`src/rtl/uart_pkg.sv`:
```
// Shared UART definitions: arbiter FSM encoding, common widths and the
// frame-time helper also used by uart_hs.
package uart_pkg;

    localparam int unsigned BYTE_W = 8;
    localparam int unsigned GID_W  = 3;
    localparam int unsigned SENT_W = 16;

    typedef enum logic [1:0] {
        ST_IDLE = 2'd0,
        ST_SEND = 2'd1,
        ST_WAIT = 2'd2
    } arb_state_e;

    // Clock cycles per UART frame; integer division happens before the multiply.
    function automatic int unsigned frame_cycles(input int unsigned clk_hz,
                                                 input int unsigned bps,
                                                 input int unsigned bits);
        return (clk_hz / bps) * bits;
    endfunction

endpackage

```
`src/rtl/rr_pick.sv`:
```
// Combinational rotate-priority picker: first set request after last_i,
// wrapping modulo NUM_REQ. Reusable by other round-robin arbiters.
module rr_pick
    import uart_pkg::*;
#(
    parameter int unsigned NUM_REQ = 4
) (
    input  logic [NUM_REQ-1:0] req_i,
    input  logic [GID_W-1:0]   last_i,
    output logic [NUM_REQ-1:0] gnt_c_o,
    output logic [GID_W-1:0]   idx_c_o,
    output logic               any_c_o
);

    localparam int unsigned IDX_W = (NUM_REQ > 1) ? $clog2(NUM_REQ) : 1;

    always_comb begin
        int unsigned pos;
        pos     = 0;
        gnt_c_o = '0;
        idx_c_o = last_i;
        any_c_o = 1'b0;
        // Offsets 1..NUM_REQ so the last grantee is considered last.
        for (int unsigned k = 1; k <= NUM_REQ; k++) begin
            pos = (32'(last_i) + k) % NUM_REQ;
            if (!any_c_o && req_i[IDX_W'(pos)]) begin
                any_c_o               = 1'b1;
                gnt_c_o[IDX_W'(pos)]  = 1'b1;
                idx_c_o               = GID_W'(pos);
            end
        end
    end

endmodule

```
`src/rtl/uart_tx_arbiter.sv`:
```
// Round-robin sharing of the uart_hs transmitter among NUM_REQ byte producers,
// pacing sends by one frame time. UART_TX_ARB_CNT_EN adds the sent_cnt port.
module uart_tx_arbiter
    import uart_pkg::*;
#(
    parameter int unsigned NUM_REQ    = 4,
    parameter int unsigned CLK_FREQ   = 50_000_000,
    parameter int unsigned UART_BPS   = 115200,
    parameter int unsigned FRAME_BITS = 10
) (
    input  logic                       sys_clk,
    input  logic                       sys_rst,
    input  logic [NUM_REQ-1:0]         req_valid,
    input  logic [NUM_REQ*BYTE_W-1:0]  req_data,
    output logic [NUM_REQ-1:0]         req_ready,
    output logic                       uart_send,
    output logic [BYTE_W-1:0]          uart_data_in,
    output logic                       tx_busy,
    output logic [GID_W-1:0]           grant_id
`ifdef UART_TX_ARB_CNT_EN
    ,
    output logic [SENT_W-1:0]          sent_cnt
`endif
);

    localparam int unsigned FRAME_CYCLES = frame_cycles(CLK_FREQ, UART_BPS, FRAME_BITS);
    localparam int unsigned CNT_W        = ($clog2(FRAME_CYCLES) < 1) ? 1 : $clog2(FRAME_CYCLES);
    localparam int unsigned WAIT_LAST    = FRAME_CYCLES - 2;

    arb_state_e          state_q, state_d;
    logic [CNT_W-1:0]    cnt_q, cnt_d;
    logic [GID_W-1:0]    gid_q, gid_d;
    logic [BYTE_W-1:0]   data_q, data_d;
    logic                send_q, send_d;
    logic                busy_q, busy_d;

    logic [NUM_REQ-1:0]  pick_gnt;
    logic [GID_W-1:0]    pick_idx;
    logic                pick_any;
    logic [BYTE_W-1:0]   data_sel;

    rr_pick #(
        .NUM_REQ (NUM_REQ)
    ) u_pick (
        .req_i   (req_valid),
        .last_i  (gid_q),
        .gnt_c_o (pick_gnt),
        .idx_c_o (pick_idx),
        .any_c_o (pick_any)
    );

    // One-hot AND-OR mux of the winning requester's byte.
    always_comb begin
        data_sel = '0;
        for (int unsigned i = 0; i < NUM_REQ; i++) begin
            if (pick_gnt[i]) begin
                data_sel = data_sel | req_data[i*BYTE_W +: BYTE_W];
            end
        end
    end

    always_comb begin
        state_d   = state_q;
        cnt_d     = cnt_q;
        gid_d     = gid_q;
        data_d    = data_q;
        req_ready = '0;
        case (state_q)
            ST_IDLE: begin
                req_ready = pick_gnt;
                if (pick_any) begin
                    gid_d   = pick_idx;
                    data_d  = data_sel;
                    state_d = ST_SEND;
                end
            end
            ST_SEND: begin
                cnt_d   = '0;
                state_d = ST_WAIT;
            end
            ST_WAIT: begin
                // Leaving at FRAME_CYCLES-2 gives strobe spacing of FRAME_CYCLES+1.
                if (cnt_q == CNT_W'(WAIT_LAST)) begin
                    state_d = ST_IDLE;
                end else begin
                    cnt_d = cnt_q + CNT_W'(1);
                end
            end
            default: begin
                state_d = ST_IDLE;
            end
        endcase
        send_d = (state_d == ST_SEND);
        busy_d = (state_d != ST_IDLE);
    end

    always_ff @(posedge sys_clk) begin
        if (sys_rst) begin
            state_q <= ST_IDLE;
            cnt_q   <= '0;
            gid_q   <= GID_W'(NUM_REQ - 1);
            data_q  <= '0;
            send_q  <= 1'b0;
            busy_q  <= 1'b0;
        end else begin
            state_q <= state_d;
            cnt_q   <= cnt_d;
            gid_q   <= gid_d;
            data_q  <= data_d;
            send_q  <= send_d;
            busy_q  <= busy_d;
        end
    end

    assign uart_send    = send_q;
    assign uart_data_in = data_q;
    assign tx_busy      = busy_q;
    assign grant_id     = gid_q;

`ifdef UART_TX_ARB_CNT_EN
    logic [SENT_W-1:0] sent_cnt_q;

    // Free-running count of strobed bytes; wraps naturally at 16 bits.
    always_ff @(posedge sys_clk) begin
        if (sys_rst) begin
            sent_cnt_q <= '0;
        end else if (send_q) begin
            sent_cnt_q <= sent_cnt_q + SENT_W'(1);
        end
    end

    assign sent_cnt = sent_cnt_q;
`endif

endmodule

```
`config.mk`:
```
export PLATFORM = sky130hd
export DESIGN_NAME = uart_tx_arbiter
export DESIGN_NICKNAME = d
export VERILOG_FILES = /design/src/rtl/uart_pkg.sv /design/src/rtl/rr_pick.sv /design/src/rtl/uart_tx_arbiter.sv
export SDC_FILE = /design/constraint.sdc
export NUM_CORES = 1
export LEC_CHECK = 0
export BUFFER_PORTS_ARGS = -buffer_cell sky130_fd_sc_hd__buf_2
export CORE_MARGIN = 2
export CORE_UTILIZATION = 30
export CTS_CLUSTER_DIAMETER = 200
export DETAILED_ROUTE_END_ITERATION = 16
export SYNTH_ARGS = -nofsm -noshare
export SYNTH_HDL_FRONTEND = slang
export SYNTH_HIERARCHICAL = 1
export SYNTH_SLANG_ARGS = --single-unit
export TNS_END_PERCENT = 5
```
`constraint.sdc`:
```
create_clock -name sys_clk -period 6.43 [get_ports sys_clk]
set_input_delay 0.3215 -clock sys_clk [delete_from_list [all_inputs] [get_ports sys_clk]]
set_output_delay 0.3215 -clock sys_clk [all_outputs]
set_load 0.005 [all_outputs]
```
## Yosys cells after proc, flatten, opt, wreduce, memory -nomap -nowiden

Index checks and enable logic that the tools add are counted.

| storage, ports and cells | value |
|---|---|
| flip-flop bits (word level) | 28 |
| word-level logic and storage cells | 85 |
| input bits | 38 |

| cells by class | value |
|---|---|
| muxes and demuxes | 38 |
| bitwise operators | 6 |
| equal/unequal tests | 5 |
| $lt $le $gt $ge | 8 |
| reductions and logical operators | 17 |
| $add $sub $neg | 5 |

Operator list:

| operator | count |
|---|---|
| 8-bit two-way mux | 4 |
| 13-bit one-hot mux with 2 select lines | 1 |
| 8-bit bitwise OR | 3 |
| 4-bit two-way mux | 5 |
| 13-bit by 1-bit adder with 13-bit output (second input constant) | 1 |
| 13-bit equality test (second input constant) | 1 |
| 13-bit two-way mux | 1 |
| 2-bit by 3-bit less-than comparator with 1-bit output (second input constant) | 4 |
| 1-bit two-way mux | 12 |
| 3-bit two-way mux | 4 |
| 4-bit bitwise OR | 3 |
| 1-bit binary-select mux with 2-bit select | 4 |
| 1-bit demux with 2-bit select | 4 |
| 2-bit by 1-bit >= comparator with 1-bit output (second input constant) | 4 |
| 1-bit logical AND | 7 |
| 2-bit one-hot mux with 3 select lines | 1 |
| 2-bit by 1-bit adder with 2-bit output (second input constant) | 2 |
| 2-bit adder (second input constant) | 2 |
| 2-bit by 1-bit equality test with 1-bit output (second input constant) | 2 |
| 2-bit two-way mux | 2 |
| 2-bit AND reduction | 2 |
| 2-bit nonzero test | 2 |
| 4-bit nonzero test | 1 |
| 1-bit logical NOT | 3 |
| 4 further kinds | 4 |

## Longest topological paths before layout

Gate-level depths: netlist of run 1.

| logic depth | value |
|---|---|
| depth after elaboration | 20 |
| depth in mapped cells | 10 |

## Cells and area by module

The synthesis of run 1 kept the hierarchy.

By module, submodules not included:

| module | cells each | instances | sequential area each (µm²) | area each (µm²) |
|---|---|---|---|---|
| uart_tx_arbiter | 177 | 1 | 560.5 | 1455.1 |
| rr_pick | 55 | 1 | 0.0 | 459.2 |

## Worst setup path after synthesis of run 1

OpenSTA, ideal clock, no wires.

| timing path | value |
|---|---|
| kind | register to register |
| from | reg gid_q[0] (netlist: grant_id[0]) |
| to | reg data_q[6] (netlist: uart_data_in[6]) |
| library setup time | 0.134 ns |
| setup slack | 3.680 ns |
| arrival time | 2.616 ns |
| stages on the path, launching flop included | 10 |
| period minus slack after synthesis | 2.750 ns |
| buffers on the path | 2 |
| cell sequence | dfxtp_1 -> buf_2 -> inv_1 -> ha_1 -> mux4_2 -> a22o_1 -> a221o_1 -> buf_1 -> a221oi_1 -> a211oi_1 |

| between the ends | value |
|---|---|
| word-level cells in the longest chain between the ends | 20 |

Ends and longest elaborated chain:

| element | line | text |
|---|---|---|
| from (decl) | uart_tx_arbiter.sv:32 | `logic [GID_W-1:0] gid_q, gid_d;` |
| from (signal assigned) | uart_tx_arbiter.sv:101 | `gid_q <= GID_W'(NUM_REQ - 1);` |
| from (signal assigned) | uart_tx_arbiter.sv:108 | `gid_q <= gid_d;` |
| parallel branches: the longest is 12 deep, another holds 2-bit by 3-bit less-than comparator with 1-bit output | -- |  |
| 4-bit two-way mux * | rr_pick.sv:26 | `if (!any_c_o && req_i[IDX_W'(pos)]) begin` |
| via pick_gnt[0] | uart_tx_arbiter.sv:37 | `logic [NUM_REQ-1:0] pick_gnt;` |
| 8-bit two-way mux * | uart_tx_arbiter.sv:56 | `if (pick_gnt[i]) begin` |
| 8-bit bitwise OR | uart_tx_arbiter.sv:57 | `data_sel = data_sel \| req_data[i*BYTE_W +: BYTE_W];` |
| 8-bit two-way mux * | uart_tx_arbiter.sv:56 |  |
| 8-bit bitwise OR | uart_tx_arbiter.sv:57 |  |
| 8-bit two-way mux * | uart_tx_arbiter.sv:56 |  |
| 8-bit bitwise OR | uart_tx_arbiter.sv:57 |  |
| 8-bit two-way mux * | uart_tx_arbiter.sv:56 |  |
| to (signal assigned) | uart_tx_arbiter.sv:109 | `data_q <= data_d;` |
| to (decl) | uart_tx_arbiter.sv:33 | `logic [BYTE_W-1:0] data_q, data_d;` |

Mark *: on every way through the listed nets, which the timed path passes. The select of a mux whose other input is x is not followed.
A chain may end at the register's enable or synchronous reset.

## Final worst setup path of run 1

| timing path | value |
|---|---|
| from | reg gid_q[0] (netlist: grant_id[0]) |
| to | out req_ready[1] |

| between the ends | value |
|---|---|
| word-level cells in the longest chain between the ends | 14 |

Ends and longest elaborated chain:

| element | line | text |
|---|---|---|
| parallel branches: the longest is 12 deep, another holds 2-bit by 3-bit less-than comparator with 1-bit output | -- |  |
| 4-bit two-way mux * | rr_pick.sv:26 |  |
| via pick_gnt[1] | uart_tx_arbiter.sv:37 |  |
| 4-bit two-way mux * | uart_tx_arbiter.sv:68 | `case (state_q)` |
| to (decl) | uart_tx_arbiter.sv:15 | `output logic [NUM_REQ-1:0] req_ready,` |

Marked as above.

==> impl_metrics.csv, run 1 <==
group,metric,value,unit
outcome,status,"completed",
timing,setup-violations-final,0,
synth,ys_ff_latch,28,
clock_network,postCtsSetupBuffers,0,
timing,tns,0,ps
worst_hold_path,hold_start,"req_data[26]",
timing,worst_clock_skew,3.56,ps
cells_and_area,layout_commonest_cell,"buf_2",
floorplanning,fp.dieH,83.9,µm
setup_path,rr_worst_depth,7,
pwr,p_leak,0.913,nW
route,num_vias,1902,
synth,ys_seq_area_share,29.3,%
setup_path,crit_fanout,20,
timing,finalHoldViolCount,0,
clock_network,cts_buffer_depth,2,
clock_network,cts-root-buf,"clkbuf_8",
clock_network,cts_tree,"yes",
route,drtIter0Drc,95,
setup_path,r2r-end,"uart_data_in[7]",
cells_and_area,layout-drive-gt1-share,23.5,%
global_route,grt_pass1_wl,8320,µm
worst_hold_path,whs_path_depth,3,
synth,yosys_warnings,6,
synth,yosysUniqueCellTypes,50,
pwr,total_power,0.543,mW
pwr,power_density,244,nW/µm²
setup_path,crit_path_start,"grant_id[0]",
route,wl,4990,µm
timing,layout_setup_ws,3100,ps
setup_path,cp-start-kind,"flop",
job,cap_violations,0,
floorplanning,io_pins,55,
synth,avgSynthCellArea,8.25,µm²
timing,fmax,300,MHz
floorplanning,fp.dieW,83.9,µm
placement,port_buffers,54,
setup_path,reg2reg_setup_slack,3380,ps
worst_hold_path,hp-class,"primary input to flop",
global_route,antenna_found_initial,0,
route,routed_via_density,5.45,
cells_and_area,finalNetCount,322,
floorplanning,dieArea,7040,µm²
timing,worst_pin_slew,676,ps
floorplanning,start_util,30.5,%
pwr,peakVddDrop,0.000105,V
clock_network,cts_buffers,3,
clock_network,clkSinkCount,28,
placement,gp_congestion,0.804,
setup_path,path_class,"flop to output pin",
timing,period_minus_slack,3330,ps
timing,relSlewSlack,54.8,%
placement,dp_hpwl,3680,µm
cells_and_area,postLayoutCoreUtil,35.5,%
global_route,grt_pass1_vias,1791,
setup_path,crit_arrival,3010,ps
route,drc,0,
clock_network,hold_buffers,0,
setup_path,path_cells,"inv_1 -> ha_1 -> mux4_2 -> a22o_1 -> a221o_1 -> and2_1 -> buf_2",
setup_path,end_kind,"output pin",
clock_network,clk_latency,270,ps
cells_and_area,fillers,679,
setup_path,slowest_stage,"dfxtp_1",
worst_hold_path,holdPathEnd,"uart_data_in[2]",
setup_path,reg2reg_from,"grant_id[0]",
cells_and_area,final_cell_mix,"buf_2 (54), dfxtp_1 (28), nor2_1 (24)",
pwr,swShare,37.5,%
cells_and_area,n_antenna_cell,0,
synth,yosys_most_used_dff,"dfxtp_1",
timing,final_max_slew_viol_count,0,
setup_path,critPathMaxStageDelay,750,ps
pwr,power_frac_comb,41.7,%
synth,synth-edff-count,0,
synth,syn_nets,280,
route,dr.pass1.iters,4,
placement,pre_cts_ws,3420,ps
timing,fin_crit_sh,51.8,%
pwr,p_sw,0.203,mW
clock_network,cts_max_level,1,
synth,synth_area,1910,µm²
cells_and_area,syn_to_final_growth,16.3,%
clock_network,cts_resized,0,
synth,synth_cells,232,
global_route,grt_usage,14.1,%
pwr,p_int,0.340,mW
floorplanning,core-area,6280,µm²
clock_network,clkTransAtPathRegs,90,ps
setup_path,crit_required,6110,ps
floorplanning,row_count,29,
timing,rsz0062_at_grt,"false",
global_route,grt_max_degree,25,
synth,async_flop_share,0,%
pwr,power_frac_clock,17.6,%
route,avgRoutedWirePerCell,14.3,µm
pwr,p_seq_share,40.7,%
route,final_antenna_net_count,0,
global_route,globalRoute.totalOverflow,0,
[power groups by stage]
stage,Sequential (mW),Clock (mW),Combinational [mW]
after floorplan,0.214,0,0.173
after global placement,0.223,0,0.225
after detailed placement,0.225,0,0.226
after CTS,0.221,0.102,0.226
after global routing,0.226,0.108,0.252
final,0.221,0.0955,0.226
[per-stage QoR]
| stage | instance area [µm²] | hold slack, ps | std cells |
|---|---|---|---|
| 2_1_floorplan | 1910 | 394 | 232 |
| 3_3_place_gp | 2190 | 468 | 346 |
| 3_5_place_dp | 2190 | 468 | 346 |
| 4_1_cts | 2230 | 397 | 349 |
| 5_1_grt | 2230 | 401 | 349 |
| 6_report | 2230 | 410 | 349 |
[critical path, delay by kind of cell (launching register included)]
kind            cells  cell delay [ps]
buf+inv             2              330
fa+ha+maj           1              420
simple gates        1              180
compound gates      2              650
mux                 1              400
flops               1              750
[synthesized netlist by cell type (all sizes together), types with 4 or more instances]
cell type | number | area share (%)
a221o | 4 | 2.1
dfxtp | 28 | 29
inv | 7 | 1.4
ha | 10 | 6.5
a211oi | 9 | 3.8
and2 | 8 | 2.6
a22o | 4 | 1.8
nor2 | 24 | 4.7
nand3 | 7 | 1.8
xnor2 | 5 | 2.3
nor2b | 7 | 2.7
o21ai | 10 | 2.6
nand2 | 16 | 3.1
a21oi | 10 | 2.6
clkbuf | 6 | 1.3
and3 | 4 | 1.3
a22oi | 8 | 3.1
nand4 | 5 | 1.6
buf | 11 | 3.7
a221oi | 9 | 4.1
[cell type report]
cell class                      instances  area [µm²]  area share (%)
Multi-Input combinational cell        180        1230            55.3
Clock buffer                            3        41.3            1.85
Tap cell                               77        96.3            4.33
Inverter                                7        26.3            1.18
Timing Repair Buffer                   54         270            12.1
Sequential cell                        28         561            25.2
[registers in the layout, indices dropped and copies added, names as in the netlist]
signal        cells
uart_data_in      8
grant_id          3
uart_send         1
cnt_q            13
state_q           2
tx_busy           1
[routing by layer]
metal / global-route usage, % / wire length, µm / vias up
met3: 2.97 / 141 / 2
met2: 25.2 / 2590 / 29
li1: - / - / 953
met5: 0 / 0 / -
met1: 17.6 / 2230 / 918
met4: 2.35 / 23 / 0
[cell families after synthesis]
family / after synthesis / synth area share (%)
AOI/OAI and AO/OA: 67 / 25.7
xor gates and xnor gates: 5 / 2.29
adders and majority gates: 10 / 6.54
buffers and inverters: 24 / 6.34
DFF: 28 / 29.3
muxes: 3 / 2.88
and+or+nand+nor: 95 / 27.0
[worst max-delay path by stage]
stage,endpoint,cells past startpoint
3_3_place_gp,req_ready[2],7
3_5_place_dp,req_ready[2],7
6_report,req_ready[1],7
5_1_grt,req_ready[2],8
4_1_cts,req_ready[2],7
2_1_floorplan,uart_data_in[6],9
No activity file was read; power rests on OpenSTA's default activity.
==> run 2, diff against run 1 <==
==> constraint.sdc (replaced) <==
create_clock -name sys_clk -period 2.7 [get_ports sys_clk]
set_input_delay 0.135 -clock sys_clk [delete_from_list [all_inputs] [get_ports sys_clk]]
set_output_delay 0.135 -clock sys_clk [all_outputs]
set_load 0.005 [all_outputs]
==> impl_metrics.csv, run 2 (synthesis results as in run 1) <==
group,metric,value,unit
global_route,grt_pass1_wl,7940,µm
global_route,globalRoute.totalOverflow,0,
clock_network,clk_latency,270,ps
setup_path,slowest_stage,"mux4_2",
setup_path,crit_required,2570,ps
clock_network,hold_buffers,0,
setup_path,end_kind,"output pin",
setup_path,path_class,"flop to output pin",
floorplanning,core-area,6280,µm²
clock_network,cts-root-buf,"clkbuf_8",
setup_path,critPathMaxStageDelay,400,ps
cells_and_area,top_register,"cnt_q",
cells_and_area,finalNetCount,324,
cells_and_area,final_cell_mix,"buf_2 (54), dfxtp_1 (27), nor2_1 (24)",
floorplanning,fp.dieH,83.9,µm
floorplanning,fp.dieW,83.9,µm
timing,finalHoldViolCount,0,
cells_and_area,n_antenna_cell,0,
worst_hold_path,hp-class,"primary input to flop",
cells_and_area,multi_input_area,1230,µm²
timing,relSlewSlack,56.1,%
global_route,grt_util_met1,17.2,%
setup_path,reg2reg_setup_slack,250,ps
timing,worst_clock_skew,2.76,ps
placement,dp_hpwl,3560,µm
timing,fin_crit_sh,95.4,%
worst_hold_path,holdPathEnd,"uart_data_in[7]",
setup_path,r2r-end,"uart_data_in[1]",
route,avgRoutedWirePerCell,13.5,µm
setup_path,crit_family,"compound AO/OA/AOI/OAI gates",
pwr,total_power,1.30,mW
setup_path,reg2reg_from,"grant_id[1]",
global_route,grt_pass1_vias,1698,
global_route,grt.met3_usage,2.77,%
route,drc,0,
route,wl,4760,µm
cells_and_area,final_cell_area,2250,µm²
timing,worst_pin_slew,658,ps
route,drtIter0Drc,83,
setup_path,crit_fanout,9,
floorplanning,row_count,29,
timing,tns,0,ps
cells_and_area,register_area,562,µm²
global_route,grt_max_degree,25,
setup_path,path_cells,"inv_1 -> ha_1 -> mux4_2 -> a22o_1 -> a221o_1 -> and2_1 -> buf_2",
global_route,grt_usage,13.6,%
global_route,antenna_found_initial,0,
setup_path,crit_arrival,2440,ps
pwr,p_leak,0.922,nW
timing,fmax,388,MHz
route,routed_via_density,5.35,
global_route,grt_use_met2,23.1,%
floorplanning,dieArea,7040,µm²
cells_and_area,layout_commonest_cell,"buf_2",
timing,rsz0062_at_grt,"false",
cells_and_area,layout-drive-gt1-share,25.2,%
cells_and_area,syn_to_final_growth,17.3,%
route,final_antenna_net_count,0,
setup_path,cp-start-kind,"flop",
clock_network,cts_max_level,1,
worst_hold_path,hold_start,"req_data[31]",
cells_and_area,largest_reg_flops,13,
clock_network,clkTransAtPathRegs,90,ps
placement,gp_congestion,0.791,
worst_hold_path,whs_path_depth,3,
timing,setup-violations-final,0,
pwr,power_density,579,nW/µm²
cells_and_area,fillers,661,
route,num_vias,1877,
setup_path,path_buf_inv,2,
pwr,peakVddDrop,0.000337,V
clock_network,cts_tree,"yes",
job,cap_violations,0,
timing,period_minus_slack,2580,ps
placement,port_buffers,54,
clock_network,cts_buffers,3,
global_route,top_usage_layer,"met2",
floorplanning,start_util,30.5,%
timing,final_max_slew_viol_count,0,
clock_network,cts_buffer_depth,2,
clock_network,clkSinkCount,28,
placement,place_area,2200,µm²
route,dr.pass1.iters,4,
outcome,status,"completed",
floorplanning,io_pins,55,
setup_path,rr_worst_depth,7,
==> run 2: cell types whose count changed in the layout (fill, tap and decap cells not counted) <==
cell,delta
a221o_1,-2
a221o_2,+2
buf_4,+2
dfxtp_1,-1
dfxtp_2,+1
==> run 2: how the worst max path moves through the flow <==
stage                startpoint         endpoint  slack [ps]  depth (start not counted)
floorplan           grant_id[0]  uart_data_in[6]          80                          9
global placement    grant_id[1]  uart_data_in[1]         310                          7
detailed placement  grant_id[1]  uart_data_in[1]         280                          7
CTS                 grant_id[0]     req_ready[2]         130                          7
global route        grant_id[1]     req_ready[0]          20                          7
finish              grant_id[1]     req_ready[0]         120                          7
==> run 2: stage by stage <==
step / std cells / worst slack [ps] / hold WS, ps / utilization [%]
finish: 351 / 124 / 210 / 35.8
global route: 351 / 17.4 / 223 / 35.8
CTS: 351 / 128 / 206 / 35.7
detailed placement: 348 / 277 / 488 / 35.1
global placement: 348 / 308 / 477 / 35.1
floorplan: 232 / 80.0 / 208 / -
==> run 2: worst register-to-register path, cell delays in order (launching register included) <==
cell,delay (ps)
dfxtp_1,340
inv_1,100
ha_1,380
mux4_2,400
a22o_1,260
a221o_1,390
a221oi_1,350
a211oi_1,120
==> run 2: area by class of cell <==
class | instances | area share [%]
inverters | 7 | 1.17
well taps | 77 | 4.29
clock buffers | 3 | 1.84
flip-flops and latches | 28 | 25.0
multi-input cells | 180 | 55.0
repair buffers | 56 | 12.7
==> run 2: what timing repair did <==
action	CTS	global route
gates resized for setup	0	2
buffers inserted	0	0
setup endpoints to repair	0	2
endpoints found under the hold margin	0	0
==> run 2: power by group <==
| part | internal, mW | switching, mW |
|---|---|---|
| Clock | 0.100 | 0.129 |
| Combinational | 0.259 | 0.312 |
| Sequential | 0.461 | 0.0391 |
==> run 2: layer usage <==
layer	vias up	share of wire, %
li1	949	-
met1	886	47
met2	33	48
met5	-	0
met4	0	1.8
met3	9	3.4
